<file path="src/rtl/knn_local_buf_streamer.sv">
// Master-side streamer for a single-port local buffer: writes a burst of stream words
// to addresses 0..L-1, then reads them back in order through a credit-managed skid FIFO.
module knn_local_buf_streamer #(
    parameter int DataWidth    = 256,
    parameter int AddressRange = 2048,
    parameter int AddressWidth = 11,
    parameter int ReadLatency  = 1,
    parameter int FifoDepth    = 4
) (
    input  logic                    clk,
    input  logic                    reset,
    input  logic                    start,
    input  logic [AddressWidth:0]   len,
    output logic                    busy,
    output logic                    done,
    input  logic [DataWidth-1:0]    in_data,
    input  logic                    in_valid,
    output logic                    in_ready,
    output logic [DataWidth-1:0]    out_data,
    output logic                    out_valid,
    input  logic                    out_ready,
    output logic [AddressWidth-1:0] mem_address0,
    output logic                    mem_ce0,
    output logic                    mem_we0,
    output logic [DataWidth-1:0]    mem_d0,
    input  logic [DataWidth-1:0]    mem_q0
);

    localparam int CntW = AddressWidth + 1;
    localparam int FpW  = (FifoDepth > 1) ? $clog2(FifoDepth) : 1;
    localparam int OccW = $clog2(FifoDepth + 1);
    localparam int CrW  = $clog2(FifoDepth + ReadLatency + 1);

    localparam logic [1:0] S_IDLE   = 2'd0;
    localparam logic [1:0] S_FILL   = 2'd1;
    localparam logic [1:0] S_DRAIN  = 2'd2;
    localparam logic [1:0] S_FINISH = 2'd3;

    logic [1:0]             state_q, state_d;
    logic [CntW-1:0]        len_q, len_d;
    logic [CntW-1:0]        wptr_q, wptr_d;
    logic [CntW-1:0]        rptr_q, rptr_d;
    logic [CntW-1:0]        ocnt_q, ocnt_d;
    logic [ReadLatency-1:0] vld_q, vld_d;
    logic [DataWidth-1:0]   fifo_q [FifoDepth];
    logic [FpW-1:0]         fwr_q, fwr_d;
    logic [FpW-1:0]         frd_q, frd_d;
    logic [OccW-1:0]        fcnt_q, fcnt_d;

    logic [CntW-1:0]        len_sat_s;
    logic [CrW-1:0]         credit_s;
    logic                   wr_hs_s;
    logic                   issue_s;
    logic                   push_s;
    logic                   pop_s;

    function automatic logic [FpW-1:0] fifo_ptr_inc(input logic [FpW-1:0] p);
        if (p == FpW'(FifoDepth - 1)) begin
            return {FpW{1'b0}};
        end else begin
            return p + FpW'(1);
        end
    endfunction

    assign busy      = (state_q == S_FILL) || (state_q == S_DRAIN);
    assign done      = (state_q == S_FINISH);
    assign in_ready  = (state_q == S_FILL);
    assign out_valid = (fcnt_q != {OccW{1'b0}});
    assign out_data  = fifo_q[frd_q];

    assign len_sat_s = (len > CntW'(AddressRange)) ? CntW'(AddressRange) : len;
    assign wr_hs_s   = in_valid && in_ready;
    assign pop_s     = out_valid && out_ready;
    assign push_s    = (state_q == S_DRAIN) && vld_q[ReadLatency-1];

    // Credits: words still in the read pipe plus words already parked in the FIFO
    always_comb begin
        credit_s = CrW'(fcnt_q);
        for (int i = 0; i < ReadLatency; i++) begin
            credit_s = credit_s + CrW'(vld_q[i]);
        end
    end

    assign issue_s = (state_q == S_DRAIN) && (rptr_q < len_q) && (credit_s < CrW'(FifoDepth));

    // Read-return tracker: one bit per outstanding read, aligned to the memory latency
    always_comb begin
        vld_d    = {ReadLatency{1'b0}};
        vld_d[0] = issue_s;
        for (int i = 1; i < ReadLatency; i++) begin
            vld_d[i] = vld_q[i-1];
        end
    end

    // Skid FIFO pointer and occupancy update
    always_comb begin
        fwr_d = push_s ? fifo_ptr_inc(fwr_q) : fwr_q;
        frd_d = pop_s ? fifo_ptr_inc(frd_q) : frd_q;
        case ({push_s, pop_s})
            2'b10:   fcnt_d = fcnt_q + OccW'(1);
            2'b01:   fcnt_d = fcnt_q - OccW'(1);
            default: fcnt_d = fcnt_q;
        endcase
    end

    // Job sequencing and address/handshake counters
    always_comb begin
        state_d = state_q;
        len_d   = len_q;
        wptr_d  = wptr_q;
        rptr_d  = rptr_q;
        ocnt_d  = ocnt_q;
        case (state_q)
            S_IDLE: begin
                if (start) begin
                    len_d  = len_sat_s;
                    wptr_d = {CntW{1'b0}};
                    rptr_d = {CntW{1'b0}};
                    ocnt_d = {CntW{1'b0}};
                    if (len == {CntW{1'b0}}) begin
                        state_d = S_FINISH;
                    end else begin
                        state_d = S_FILL;
                    end
                end else begin
                    state_d = S_IDLE;
                end
            end
            S_FILL: begin
                if (wr_hs_s) begin
                    wptr_d = wptr_q + CntW'(1);
                    if (wptr_q == len_q - CntW'(1)) begin
                        state_d = S_DRAIN;
                    end else begin
                        state_d = S_FILL;
                    end
                end else begin
                    state_d = S_FILL;
                end
            end
            S_DRAIN: begin
                if (issue_s) begin
                    rptr_d = rptr_q + CntW'(1);
                end else begin
                    rptr_d = rptr_q;
                end
                if (pop_s) begin
                    ocnt_d = ocnt_q + CntW'(1);
                    if (ocnt_q == len_q - CntW'(1)) begin
                        state_d = S_FINISH;
                    end else begin
                        state_d = S_DRAIN;
                    end
                end else begin
                    state_d = S_DRAIN;
                end
            end
            S_FINISH: state_d = S_IDLE;
            default:  state_d = S_IDLE;
        endcase
    end

    // Buffer port: a write handshake and a read issue never coincide (FILL vs DRAIN)
    always_comb begin
        if (wr_hs_s) begin
            mem_ce0      = 1'b1;
            mem_we0      = 1'b1;
            mem_address0 = wptr_q[AddressWidth-1:0];
            mem_d0       = in_data;
        end else if (issue_s) begin
            mem_ce0      = 1'b1;
            mem_we0      = 1'b0;
            mem_address0 = rptr_q[AddressWidth-1:0];
            mem_d0       = {DataWidth{1'b0}};
        end else begin
            mem_ce0      = 1'b0;
            mem_we0      = 1'b0;
            mem_address0 = {AddressWidth{1'b0}};
            mem_d0       = {DataWidth{1'b0}};
        end
    end

    // Control state; reset drops any read still in flight
    always_ff @(posedge clk) begin
        if (!reset) begin
            state_q <= S_IDLE;
            len_q   <= {CntW{1'b0}};
            wptr_q  <= {CntW{1'b0}};
            rptr_q  <= {CntW{1'b0}};
            ocnt_q  <= {CntW{1'b0}};
            vld_q   <= {ReadLatency{1'b0}};
            fwr_q   <= {FpW{1'b0}};
            frd_q   <= {FpW{1'b0}};
            fcnt_q  <= {OccW{1'b0}};
        end else begin
            state_q <= state_d;
            len_q   <= len_d;
            wptr_q  <= wptr_d;
            rptr_q  <= rptr_d;
            ocnt_q  <= ocnt_d;
            vld_q   <= vld_d;
            fwr_q   <= fwr_d;
            frd_q   <= frd_d;
            fcnt_q  <= fcnt_d;
        end
    end

    // FIFO storage captures read data as it returns from the buffer
    always_ff @(posedge clk) begin
        if (push_s) begin
            fifo_q[fwr_q] <= mem_q0;
        end
    end

endmodule

</file>
<file path="config.mk">
export PLATFORM = sky130hd
export DESIGN_NAME = knn_local_buf_streamer
export DESIGN_NICKNAME = d
export VERILOG_FILES = /design/src/rtl/knn_local_buf_streamer.sv
export SDC_FILE = /design/constraint.sdc
export NUM_CORES = 1
export LEC_CHECK = 0
export BUFFER_PORTS_ARGS = -buffer_cell sky130_fd_sc_hd__buf_2
export CAP_MARGIN = 20
export CORE_AREA = 3 3 405 407
export DETAILED_ROUTE_END_ITERATION = 16
export DIE_AREA = 0 0 408 410
export SKIP_LAST_GASP = 1
export SYNTH_ARGS = -nofsm -noshare
export SYNTH_HDL_FRONTEND = slang
export SYNTH_SLANG_ARGS = --single-unit
export TNS_END_PERCENT = 1
</file>
<file path="constraint.sdc">
create_clock -name clk -period 9.8 [get_ports clk]
set_clock_uncertainty 0.15 [all_clocks]
set_input_delay 0.49 -clock clk [delete_from_list [all_inputs] [get_ports clk]]
set_output_delay 0.49 -clock clk [all_outputs]
set_load 0.01 [all_outputs]
</file>
# After elaboration in Yosys (flattened, before gate mapping)
# Memory sizes are Yosys's and may differ from the RTL's. A register that Yosys moved wholly into a read port is not among the register bits.
# Cells that the tools add are included.
# totals
input_bits,529
output_inout_bits,529
n_memories,1
elab_cells,79
regBits,58
ram_bits,1024
# op_classes
magnitude_cmp,3
n_reduce_logical,16
muxes,28
eq_ne,13
add_sub_neg,9
# mem_list
memory,depth,word_bits,read_ports,rd_clocked_by_memory_dff,write_ports,line,source
fifo_q,4,256,1,1,1,45,logic [DataWidth-1:0] fifo_q [FifoDepth];
# op_table
operator,count
$mux 256,1
$pmux 12 s2,3
$mux 12,5
$add 12x1->12 const B,3
$eq 12x12->1,2
$mux 11,2
$mux 2,9
$gt 12x12->1 const B,1
$logic_not 12->1,1
$lt 12x12->1,1
$sub 12x1->12 const B,1
$eq 2x2->1 const B,5
$reduce_and 3->1,3
$pmux 2 s4,1
$mux 1,6
$ne 2x2->1 const B,3
$pmux 3 s2,1
$reduce_bool 2->1,3
$logic_and 1x1->1,5
$add 2x1->2 const B,2
$eq 2x1->1 const B,2
$add 3x1->3,1
$add 3x1->3 const B,1
$lt 3x3->1 const B,1
other kinds (6),6

# Depth between registers and ports, before layout
# depth
word_depth,5
ltp_mapped,11
mapped_depth_nobuf,9

# Least setup slack after synthesis
# Ideal clock, no wire load.
# synth_path
path_kind,register to register
startpoint,register state_q[0]
endpoint,"memory fifo_q[3][0], enable pin"
arrival_ps,6792
setup_slack_ps,2208
synth_period_minus_slack_ps,7592
required_time_ps,9000
n_path_buf,1
setup_ps,650
path_stages_with_launch,5
path_cell_list,dfxtp_1 inv_1 ha_1 clkbuf_1 and3_1
# synth_via
elab_chain_len,4
# synth_rtl
element,line,source
"start, declared",39,"logic [1:0] state_q, state_d;"
"start signal, assigned",196,state_q <= state_d;
$eq 2x2->1,74,assign push_s = (state_q == S_DRAIN) && vld_q[ReadLatency-1];
$logic_and 1x1->1,74,
$mux 1,210,if (push_s) begin
$mux 1 (implied by the code),211,fifo_q[fwr_q] <= mem_q0;
"end, declared",45,
# Every way passes these cells.

==> results.md <==
* Outcome: complete, no violations
* Unrepaired setup endpoints after global routing: false
* Post-synth cell types at 54
* Clk_lat worst skew at 0.71 ns
* Final Max Slew Viols at 0
* Routed wire per std cell at 25.33 um
* Tmin final at 4.446 ns
* Num CTS Buffers at 113
* First-pass GRT wire length at 204.4 mm
* Clock sinks at 1084
* Crit path max fanout at 94
* Total grt overflow at 0
* Synth Area per Inst at 19.92 um2
* Hold Startpoint: len[10]
* Crit path required time at 9.16 ns
* Reg clk slew, reported paths at 0.06 ns
* Vias at 26185
* Synthesized net count at 2685
* Total die area at 0.1673 mm2
* Initial antenna violation count at 46
* Post-synth EDFFs at 1024
* CTS max path bufs at 3
* Fin Setup TNS at 0 ns
* WHS Endpoint: len_q[10]
* Drt initial violations at 2063
* Period utilization at 45.36%
* Mux cell area share after synthesis at 13.69%
* Synth Warn # at 0
* R2R setup slack at 5.87 ns
* Share of cells above drive strength 1 at 42.76%
* FF-to-FF End: wptr_q[9]
* Worst slew pin tran at 1.100 ns
* # IOs at 1058
* Register area share after synthesis at 75.32%
* Drt first pass iters at 5
* Synth Area in Adders at 0.7846%
* Critical path startpoint category: register
* Fillers at 15274
* Lkg Pwr at 21.06 nW
* Hold Path Stages at 4
* IO Port Bufs at 1057
* Routability cong. at 1.000
* Die height at 410 um
* Cells after Synth at 2130
* Setup Viol. Count Final at 0
* H-tree depth at 3
* CTS root buf: clkbuf_16
* Fin util at 35.25%
* Crit path DAT at 3.81 ns
* # rows at 147
* Starting Density at 26.42%
* Largest family of logic cells by synthesized area: multiplexers
* Worst vdd ir at 0.0001537 V
* Main synth FF type: edfxtp_1
* Ys async rst share at 0%
* Reg-to-Reg Start: state_q[1]
* Largest net degree at the start of global routing at 134
* Mapped Area at 0.04242 mm2
* Worst rel slew slack at 26.69%
* Total GRT Usage at 16.86%
* Post-DR vias/cell at 4.575
* Post-DP HPWL at 104.7 mm
* Core ar. at 0.1606 mm2
* Detailed Route WL at 145.0 mm
* Pwr/cell area at 173.1 mW/mm2
* Max-cap violations at 0
* Area growth from synthesis to layout at 33.41%
* Kind of critical path: reg2out
* DRC at 0
* Final Hold Fails at 0
* Hold crit path type: in2reg
* Number of global-route vias before repair at 26883
* Compound-gate portion of the synthesized area at 1.301%
* CTS tree: yes
* Post-Synth Simple-Gate Area at 6.336%
* Die width at 408 um
* Layout net count at 4013
* FF+latch count, synth at 1084
* Crit. End Element: output pin
* Synth Area in XOR/XNOR at 1.074%
* R2r worst-path depth at 8
* Fmax achieved at 0.2249 GHz
* Post-route ant nets at 0
* Postcts setup bufs at 0
[logic make-up after synthesis]
kind of cell | after synthesis
xor gates and xnor gates | 52
DFF | 1084
muxes | 260
adders and majority gates | 26
and+or+nand+nor | 462
AOI/OAI and AO/OA | 84
buffers and inverters | 162
[synth_stat cells, drive strengths merged (7+ instances only)]
master	count	area share [%]
nor2b	16	0.24
and3	265	3.9
xor2	27	0.56
nor2	31	0.27
a21boi	8	0.14
ha	25	0.74
nand2	46	0.41
nor3	13	0.18
buf	45	0.46
edfxtp	1024	72
mux4	256	14
o21ai	17	0.20
dfxtp	60	2.8
xnor2	25	0.52
nand4	16	0.24
inv	27	0.24
nand3	27	0.32
a21oi	24	0.28
and2	7	0.10
or3	11	0.16
clkbuf	90	0.80
[where the power goes]
part	leakage [nW]	internal [mW]	switching [mW]	total, mW
clock network	1.81	2.41	1.81	4.23
registers	9.69	5.06	0.00749	5.07
logic	9.57	0.226	0.274	0.499
[what timing repair did]
item | CTS | global route
gates resized for setup | 0 | 0
hold buffers | 267 | 0
endpoints found under the hold margin | 1036 | 0
[worst max-delay path, stage by stage, from the launching register on]
cell and delay [ns]:
dfxtp_4 0.87, buf_4 0.61, buf_12 0.62, mux4_2 0.62, buf_2 0.16
[through the flow]
stage | cell area, um2 | hold WS [ns] | power (mW) | worst slack, ns | std cells
finish | 56600 | 0.1023 | 9.794 | 5.354 | 5723
global route | 56580 | 0.07416 | 10.13 | 4.970 | 5718
CTS | 56570 | 0.003364 | 9.908 | 5.163 | 5712
detailed placement | 50200 | 0.3392 | 5.560 | 5.931 | 5236
global placement | 50200 | 0.3291 | 5.552 | 5.942 | 5236
floorplan | 42420 | 0.3056 | 5.311 | 2.208 | 2130
[sequential cells by signal, summed over array words and instances (netlist names), named ones only]
| signal | cells |
|---|---|
| fcnt_q | 3 |
| fifo_q | 1024 |
| frd_q | 2 |
| fwr_q | 2 |
| len_q | 12 |
| ocnt_q | 12 |
| rptr_q | 12 |
| state_q | 2 |
| vld_q | 1 |
| wptr_q | 12 |
[layout make-up]
type / instances / area [um2] / share of cell area (%)
inverter: 27 / 101.3 / 0.1791
antenna: 11 / 27.53 / 0.04864
clock inverter: 81 / 809.5 / 1.430
timing repair buffer: 1348 / 8245 / 14.57
tap: 2160 / 2703 / 4.775
multi-input combinational: 884 / 9867 / 17.43
sequential: 1084 / 31960 / 56.47
clock buffer: 128 / 2884 / 5.096
[per-layer routing]
layer / wire length [um] / global-route usage [%]
met1: 57640 / 20.93
met2: 72000 / 28.45
met3: 9940 / 4.358
met4: 5254 / 5.937
met5: 125 / 0
[worst max-delay path by stage]
| stage | end | cells after the start | slack (ns) |
|---|---|---|---|
| after floorplan | fifo_q[3][0] | 4 | 2.21 |
| after global placement | out_data[114] | 4 | 5.94 |
| after detailed placement | fifo_q[3][185] | 5 | 5.93 |
| after CTS | out_data[110] | 4 | 5.16 |
| after global routing | out_data[229] | 4 | 4.97 |
| final | out_data[114] | 4 | 5.35 |
[cell usage in the layout, fill, tap and decap left out, types with 7 or more instances in the layout]
cell | Yosys | layout
edfxtp_1 | 1024 | 1024
clkbuf_1 | 89 | 15
a21oi_1 | 24 | 24
buf_2 | 3 | 1056
buf_12 | 0 | 8
bufinv_16 | 0 | 11
and2_1 | 7 | 7
buf_4 | 4 | 17
nor2b_1 | 16 | 16
nand2_1 | 46 | 46
a21boi_0 | 8 | 8
nor2_1 | 31 | 31
mux4_2 | 256 | 256
dlygate4sd3_1 | 0 | 267
ha_1 | 25 | 24
xnor2_1 | 25 | 25
diode_2 | 0 | 11
clkinv_1 | 0 | 29
xor2_1 | 27 | 27
o21ai_0 | 15 | 15
nor3_1 | 11 | 11
inv_1 | 27 | 27
clkbuf_16 | 0 | 113
nand4_1 | 16 | 16
clkinv_2 | 0 | 26
and3_1 | 265 | 261
dfxtp_1 | 60 | 58
or3_1 | 11 | 11
nand3_1 | 27 | 27
(Power assumes the default switching activity.)
